$ cat src/rtl/cpu_types_pkg.sv
// Shared datapath types: ALU opcodes, register/word types, forwarding select, EX/MEM record.
// Latency: none (types and constants only).
// Backpressure: none (types and constants only).
package cpu_types_pkg;

   localparam int WORD_W = 32;
   localparam int REG_W  = 5;

   typedef logic [WORD_W-1:0] word_t;
   typedef logic [REG_W-1:0]  regbits_t;

   typedef enum logic [3:0] {
      ALU_SLL,
      ALU_SRL,
      ALU_ADD,
      ALU_SUB,
      ALU_AND,
      ALU_OR,
      ALU_XOR,
      ALU_NOR,
      ALU_SLT,
      ALU_SLTU
   } aluop_t;

   typedef enum logic [1:0] {
      FWD_RF,
      FWD_MEM,
      FWD_WB
   } fwdsel_t;

   typedef struct packed {
      logic     valid;
      logic     regwen;
      logic     memren;
      logic     memwen;
      logic     halt;
      logic     ovf;
      word_t    aluout;
      word_t    stdat;
      word_t    npc;
      regbits_t wsel;
   } exmem_t;

   // Shift ops take their data from rt and their amount from the shamt field
   function automatic logic is_shift(input aluop_t op);
      return (op == ALU_SLL) || (op == ALU_SRL);
   endfunction

endpackage

$ cat src/rtl/alu_if.sv
// Connection bundle between the execute stage and its ALU.
// Latency: none (wires only).
// Backpressure: none (wires only).
interface alu_if;
   import cpu_types_pkg::*;

   word_t  porta;
   word_t  portb;
   aluop_t aluop;
   word_t  outport;
   logic   overflow;

   modport alu (input porta, input portb, input aluop, output outport, output overflow);
   modport ex  (output porta, output portb, output aluop, input outport, input overflow);
endinterface

$ cat src/rtl/alu.sv
// 32-bit ALU: shifts, add/sub with signed overflow, logic ops, signed/unsigned set-less-than.
// Latency: purely combinational.
// Backpressure: none; result follows the operands within the cycle.
module alu
   import cpu_types_pkg::*;
(
   alu_if.alu aluif
);

   word_t sum;
   word_t diff;

   assign sum  = aluif.porta + aluif.portb;
   assign diff = aluif.porta - aluif.portb;

   // Select the result; overflow only means anything for signed add/sub
   always_comb begin
      aluif.outport  = '0;
      aluif.overflow = 1'b0;
      case (aluif.aluop)
         ALU_SLL:  aluif.outport = aluif.porta << aluif.portb[4:0];
         ALU_SRL:  aluif.outport = aluif.porta >> aluif.portb[4:0];
         ALU_ADD: begin
            aluif.outport  = sum;
            aluif.overflow = (aluif.porta[31] == aluif.portb[31]) && (sum[31] != aluif.porta[31]);
         end
         ALU_SUB: begin
            aluif.outport  = diff;
            aluif.overflow = (aluif.porta[31] != aluif.portb[31]) && (diff[31] != aluif.porta[31]);
         end
         ALU_AND:  aluif.outport = aluif.porta & aluif.portb;
         ALU_OR:   aluif.outport = aluif.porta | aluif.portb;
         ALU_XOR:  aluif.outport = aluif.porta ^ aluif.portb;
         ALU_NOR:  aluif.outport = ~(aluif.porta | aluif.portb);
         ALU_SLT:  aluif.outport = {31'b0, $signed(aluif.porta) < $signed(aluif.portb)};
         ALU_SLTU: aluif.outport = {31'b0, aluif.porta < aluif.portb};
         default:  aluif.outport = '0;
      endcase
   end

endmodule

$ cat src/rtl/ex_stage.sv
// Execute stage: operand forwarding, ALU operand select, overflow trap, EX/MEM pipeline register.
// Latency: one cycle from ID/EX and forwarding inputs to the exmem outputs.
// Backpressure: stall holds every EX/MEM field; flush overrides stall and loads a bubble.
module ex_stage
   import cpu_types_pkg::*;
#(
   parameter bit FWD_EN = 1'b1
) (
   input  logic     clk,
   input  logic     nRST,
   input  logic     stall,
   input  logic     flush,
   input  logic     idex_valid,
   input  aluop_t   idex_aluop,
   input  word_t    idex_rdat1,
   input  word_t    idex_rdat2,
   input  regbits_t idex_rs,
   input  regbits_t idex_rt,
   input  regbits_t idex_wsel,
   input  word_t    idex_imm,
   input  logic [4:0] idex_shamt,
   input  logic     idex_alusrc,
   input  logic     idex_regwen,
   input  logic     idex_memren,
   input  logic     idex_memwen,
   input  logic     idex_halt,
   input  logic     idex_trapen,
   input  word_t    idex_npc,
   input  logic     mem_regwen,
   input  regbits_t mem_wsel,
   input  word_t    mem_wdat,
   input  logic     wb_regwen,
   input  regbits_t wb_wsel,
   input  word_t    wb_wdat,
   output logic     exmem_valid,
   output logic     exmem_regwen,
   output logic     exmem_memren,
   output logic     exmem_memwen,
   output logic     exmem_halt,
   output logic     exmem_ovf,
   output word_t    exmem_aluout,
   output word_t    exmem_stdat,
   output word_t    exmem_npc,
   output regbits_t exmem_wsel
);

   alu_if aluif ();

   alu u_alu (
      .aluif (aluif)
   );

   fwdsel_t sel_a;
   fwdsel_t sel_b;
   word_t   fwd_a;
   word_t   fwd_b;
   logic    trap;
   exmem_t  nxt;
   exmem_t  q;

   // The younger MEM result beats WB; register 0 never forwards
   function automatic fwdsel_t fwd_select(
      input regbits_t src,
      input logic     m_wen,
      input regbits_t m_sel,
      input logic     w_wen,
      input regbits_t w_sel
   );
      fwdsel_t sel;
      sel = FWD_RF;
      if (FWD_EN && (src != '0)) begin
         if (m_wen && (m_sel == src))
            sel = FWD_MEM;
         else if (w_wen && (w_sel == src))
            sel = FWD_WB;
      end
      return sel;
   endfunction

   // Resolve the rs/rt values seen by this instruction; register 0 reads as zero
   always_comb begin
      sel_a = fwd_select(idex_rs, mem_regwen, mem_wsel, wb_regwen, wb_wsel);
      sel_b = fwd_select(idex_rt, mem_regwen, mem_wsel, wb_regwen, wb_wsel);
      case (sel_a)
         FWD_MEM: fwd_a = mem_wdat;
         FWD_WB:  fwd_a = wb_wdat;
         default: fwd_a = idex_rdat1;
      endcase
      case (sel_b)
         FWD_MEM: fwd_b = mem_wdat;
         FWD_WB:  fwd_b = wb_wdat;
         default: fwd_b = idex_rdat2;
      endcase
      if (idex_rs == '0)
         fwd_a = '0;
      if (idex_rt == '0)
         fwd_b = '0;
   end

   // Shifts operate on rt by shamt; everything else is rs against rt or the immediate
   always_comb begin
      aluif.aluop = idex_aluop;
      if (is_shift(idex_aluop)) begin
         aluif.porta = fwd_b;
         aluif.portb = {27'b0, idex_shamt};
      end else begin
         aluif.porta = fwd_a;
         aluif.portb = idex_alusrc ? idex_imm : fwd_b;
      end
   end

   // Build the next EX/MEM record; a trap kills all architectural side effects
   always_comb begin
      nxt  = '0;
      trap = 1'b0;
      if (idex_valid) begin
         trap       = idex_trapen & aluif.overflow;
         nxt.valid  = 1'b1;
         nxt.regwen = idex_regwen & ~trap;
         nxt.memren = idex_memren & ~trap;
         nxt.memwen = idex_memwen & ~trap;
         nxt.halt   = idex_halt;
         nxt.ovf    = trap;
         nxt.aluout = aluif.outport;
         nxt.stdat  = fwd_b;
         nxt.npc    = idex_npc;
         nxt.wsel   = idex_wsel;
      end
   end

   // EX/MEM register: flush beats stall, stall beats a normal load
   always_ff @(posedge clk or negedge nRST) begin
      if (!nRST)
         q <= '0;
      else if (flush)
         q <= '0;
      else if (!stall)
         q <= nxt;
   end

   assign exmem_valid  = q.valid;
   assign exmem_regwen = q.regwen;
   assign exmem_memren = q.memren;
   assign exmem_memwen = q.memwen;
   assign exmem_halt   = q.halt;
   assign exmem_ovf    = q.ovf;
   assign exmem_aluout = q.aluout;
   assign exmem_stdat  = q.stdat;
   assign exmem_npc    = q.npc;
   assign exmem_wsel   = q.wsel;

endmodule

$ cat config.mk
export PLATFORM = sky130hd
export DESIGN_NAME = ex_stage
export DESIGN_NICKNAME = d
export VERILOG_FILES = /design/src/rtl/cpu_types_pkg.sv /design/src/rtl/alu_if.sv /design/src/rtl/alu.sv /design/src/rtl/ex_stage.sv
export SDC_FILE = /design/constraint.sdc
export NUM_CORES = 1
export LEC_CHECK = 0
export CORE_ASPECT_RATIO = 1.4
export CORE_MARGIN = 10
export CORE_UTILIZATION = 30
export DETAILED_ROUTE_END_ITERATION = 12
export GPL_ROUTABILITY_DRIVEN = 0
export PLACE_DENSITY_LB_ADDON = 0.25
export SLEW_MARGIN = 20
export SYNTH_ARGS = -nofsm -noshare
export SYNTH_HDL_FRONTEND = slang
export SYNTH_SLANG_ARGS = --single-unit
$ cat constraint.sdc
create_clock -name clk -period 2.9 [get_ports clk]
set_input_delay 0.58 -clock clk [delete_from_list [all_inputs] [get_ports clk]]
set_output_delay 0.58 -clock clk [all_outputs]
set_load 0.02 [all_outputs]
==> impl_results.md, run 1 <==
* Outcome: finished with violations
* Failing checks: setup timing
* Antenna violations before repair at 5
* Unique masters post-synth at 96
* Post-synthesis mux area share at 0.128
* Critical path data arrival time at 5.20 ns
* Post-synthesis cell count at approximately 2200
* Drt first-iter violations at around 2700
* Setup TNS at -60.50 ns
* Num CTS Buffers at 9
* Clk_lat worst skew at about 0.42 ns
* RSZ-0062 raised after global routing: yes
* Largest cells by area after synthesis: dfrtp_1 17%, mux2i_1 9.3%, ha_1 7.5%
* Pre-antenna DRT Iters at 8
* Fmax at 205 MHz
* Worst Path Max Fanout at 6
* # DRC at 0
* CP peak stage delay at 0.44 ns
* Post-route ant nets at 0
* Period utilisation layout at 1.68
* Sw frac at 0.457
* CTS clk-pin slew, worst paths at around 0.10 ns
* Register area share after synthesis at 0.166
* Share of cells above drive strength 1 at 0.386
* Max cap viols at 0
* Comb pwr share at 0.716
* Port bufs at between 300 and 400
* Largest net degree at the start of global routing at roughly 110
* CP most frequent cell: buf_4
* First-pass GRT wire length at 149000 µm
* Syn_area_per_cell at between 7 and 8 µm²
* Synth Area in Adders at 0.0771
* DIE AREA at roughly 0.063 mm²
* Clock power share at 0.137
* CTS tree: yes
* Std-Cell Rows at 100
* Core area at around 0.053 mm²
* Setup ws final at -1.98 ns
* Hold WC Path Type: in -> async
* DP Cell Count at approximately 3800
* Synth Area in Compound Gates at 0.311
* XOR/XNOR share of the synthesized area at 0.0440
* Sequential Power Share at 0.147
* LEAKAGE at 13.0 nW
* Simple-gate area share of the yosys netlist at 0.202
* R2r worst-path depth at 9
* Hpwl dp at roughly 80000 µm
* Max Buffers Root-to-Sink at 2
* DR vias at ~23000
* GRT Total Usage at 0.306
* Vias in the first global route at roughly 23000
* Final number of setup-violating endpoints at 36
* Clock Skew at 0 ns
* Routed WL at a little over 100000 µm
* Starting density of the core at 0.303
* Top-area cell type share of the netlist area at 0.166
* Die H at 294 µm
* DR WL/cell at between 20 and 30 µm
* Internal Power at around 5.9 mW
* Synthesized flop and latch total at 107
* Root buf cell: clkbuf_16
* H-tree depth at 3
* Die W at 216 µm
* Largest family of logic cells by synthesized area: compound AO/OA/AOI/OAI gates
* Critical path required time at 3.22 ns
* Count leader, synth: nand2_1
* Endpoint type of the worst setup path: flop
* Fin cells at roughly 4000
* Area delta synth->final at 79.6%
* Total number of yosys warnings at 0
* Relative slew margins at 0.274
* Fin util at 0.544
* Tmin final at roughly 5 ns
* Post-synth top flop: dfrtp_1
* Top post-synthesis cells by count: 232 x nand2_1, 229 x nor2_1, 149 x mux2i_1
* Power Density at about 370 mW/mm²
* Peak VDD IR at 0.000317 V
* Cell Area, Placed at ~0.025 mm²
* Gr ovfl total at 0
* I/O pin total at around 350
* EDFF count, synth at 0
* Critical path's slowest cell: a2111o_1
* Async SR Flop Fraction at 1.00
* CP Cell Sequence: dlygate4sd2_1 -> xnor2_1 -> nand4_1 -> buf_6 -> buf_4 -> nor3_1 -> a31o_2 -> o21ai_4 -> buf_4 -> fa_2 -> a211oi_2 -> o31ai_1 -> a21oi_2 -> o211ai_1 -> buf_4 -> a2111o_1 -> a221oi_2 -> o31ai_2 -> a31o_2 -> a21oi_2 -> mux2i_1 -> o32a_1
* Final hold vios at 0
* Mapped Area at 0.0161 mm²
* CTS Sinks at between 100 and 150
* Setup crit start kind: input port
* P_sw at approximately 4.9 mW
* Final Cell Area at approximately 0.029 mm²
* Fin. max-slew vios at 0
* Post-synth top area cell: dfrtp_1
* Nets at 3543
* Vias per Instance at 5.91
* Crit path kind: in -> reg
* Pin slew with the least headroom to its limit at 1.08 ns
* Synth Net Count at roughly 2500
==> logic make-up (layout without fill, tap and decap cells) <==
logic type	Yosys count	in the layout
buffers and inverters	279	1308
xor gates and xnor gates	81	81
AOI/OAI and AO/OA	710	710
adders and majority gates	98	98
muxes	195	195
and+or+nand+nor	712	712
DFF	107	107
other	0	2
==> metal layers <==
metal | up-vias | GRT usage | part of all wire | routed length, µm
li1 | 10100 | - | - | -
met4 | 4 | 0.219 | 0.087 | 8990
met1 | 11000 | 0.337 | 0.35 | 36600
met3 | 524 | 0.0812 | 0.10 | 10500
met2 | 1593 | 0.505 | 0.46 | 47600
met5 | - | 0 | 0.00021 | 22
==> layout make-up <==
class / count / area [µm²]
diodes: 2 / 5.00
inverters: 104 / 402
clock buffers: 9 / 225
clock inverters: 7 / 96.3
repair buffers: 1188 / 10400
fillers: 4806 / 24200
well taps: 714 / 893
flip-flops and latches: 107 / 2680
multi-input cells: 1796 / 14200
==> sequential cells by signal, indices dropped and copies added (netlist names), 5 cells and up <==
| signal | cells |
|---|---|
| exmem_npc | 32 |
| exmem_aluout | 32 |
| exmem_wsel | 5 |
| exmem_stdat | 32 |
==> stage by stage <==
stage          power (mW)  hold WS [ns]  setup WS [ns]
2_1_floorplan        4.60         0.284          -2.17
3_3_place_gp         7.70         0.460          -2.90
3_5_place_dp         7.75         0.468          -2.95
4_1_cts              9.97         0.281          -1.84
5_1_grt              11.1         0.304          -2.15
6_report             10.8         0.254          -1.98
==> repair_timing <==
| item | 4_1_cts | 5_1_grt |
|---|---|---|
| setup buffers | 115 | 57 |
| gates cloned | 3 | 1 |
| endpoints found under the setup margin | 36 | 37 |
| hold buffers | 0 | 0 |
| gates resized for setup | 309 | 186 |
| pin swaps | 149 | 132 |
==> power by group through the flow <==
stage,clock network [mW],logic [mW],registers (mW)
after floorplan,0,2.94,1.66
after global placement,0,6.10,1.61
after detailed placement,0,6.15,1.61
after CTS,1.49,6.89,1.58
after global routing,1.54,8.02,1.59
final,1.48,7.73,1.58
==> worst paths after layout <==
check	to	start	slack [ns]
max	exmem_aluout[28]	mem_wsel[3]	-1.98
min	exmem_npc[22]	nRST	0.25
max reg2reg	exmem_aluout[30]	exmem_aluout[30]	0.56
min reg2reg	exmem_stdat[9]	exmem_stdat[9]	0.49
max in group asynchronous	exmem_stdat[4]	nRST	2.13
min in group clk	exmem_stdat[9]	exmem_stdat[9]	0.49
==> placed cells by master (no fill, tap or decap), types with 38 or more instances in the layout <==
cell,Yosys,routed
nand3_1,69,65
dfrtp_1,107,107
nand2_1,232,219
mux2i_1,149,127
clkdlybuf4s50_1,0,319
buf_4,11,754
a21oi_1,142,112
o21ai_0,112,66
a22o_1,80,75
buf_6,4,58
inv_1,87,79
xnor2_1,58,41
ha_1,96,73
nor2_1,229,207
nor3_1,45,38
==> worst max-delay path: cells and delay by family <==
| family | cells | cell delay [ns] |
|---|---|---|
| compound gates | 12 | 2.46 |
| mux | 1 | 0.11 |
| buf+inv | 5 | 0.98 |
| simple gates | 2 | 0.45 |
| fa+ha+maj | 1 | 0.40 |
| xor+xnor | 1 | 0.20 |
No activity file was read; power rests on OpenSTA's default activity.
==> run 2, diff against run 1 <==
--- a/config.mk
+++ b/config.mk
@@ -5,6 +5,7 @@
 export SDC_FILE = /design/constraint.sdc
 export NUM_CORES = 1
 export LEC_CHECK = 0
+export CAP_MARGIN = 20
 export CORE_ASPECT_RATIO = 1.4
 export CORE_MARGIN = 10
 export CORE_UTILIZATION = 30
==> results of run 2 <==
Same layout as run 1: the final DEF is identical, and so are final timing and power.
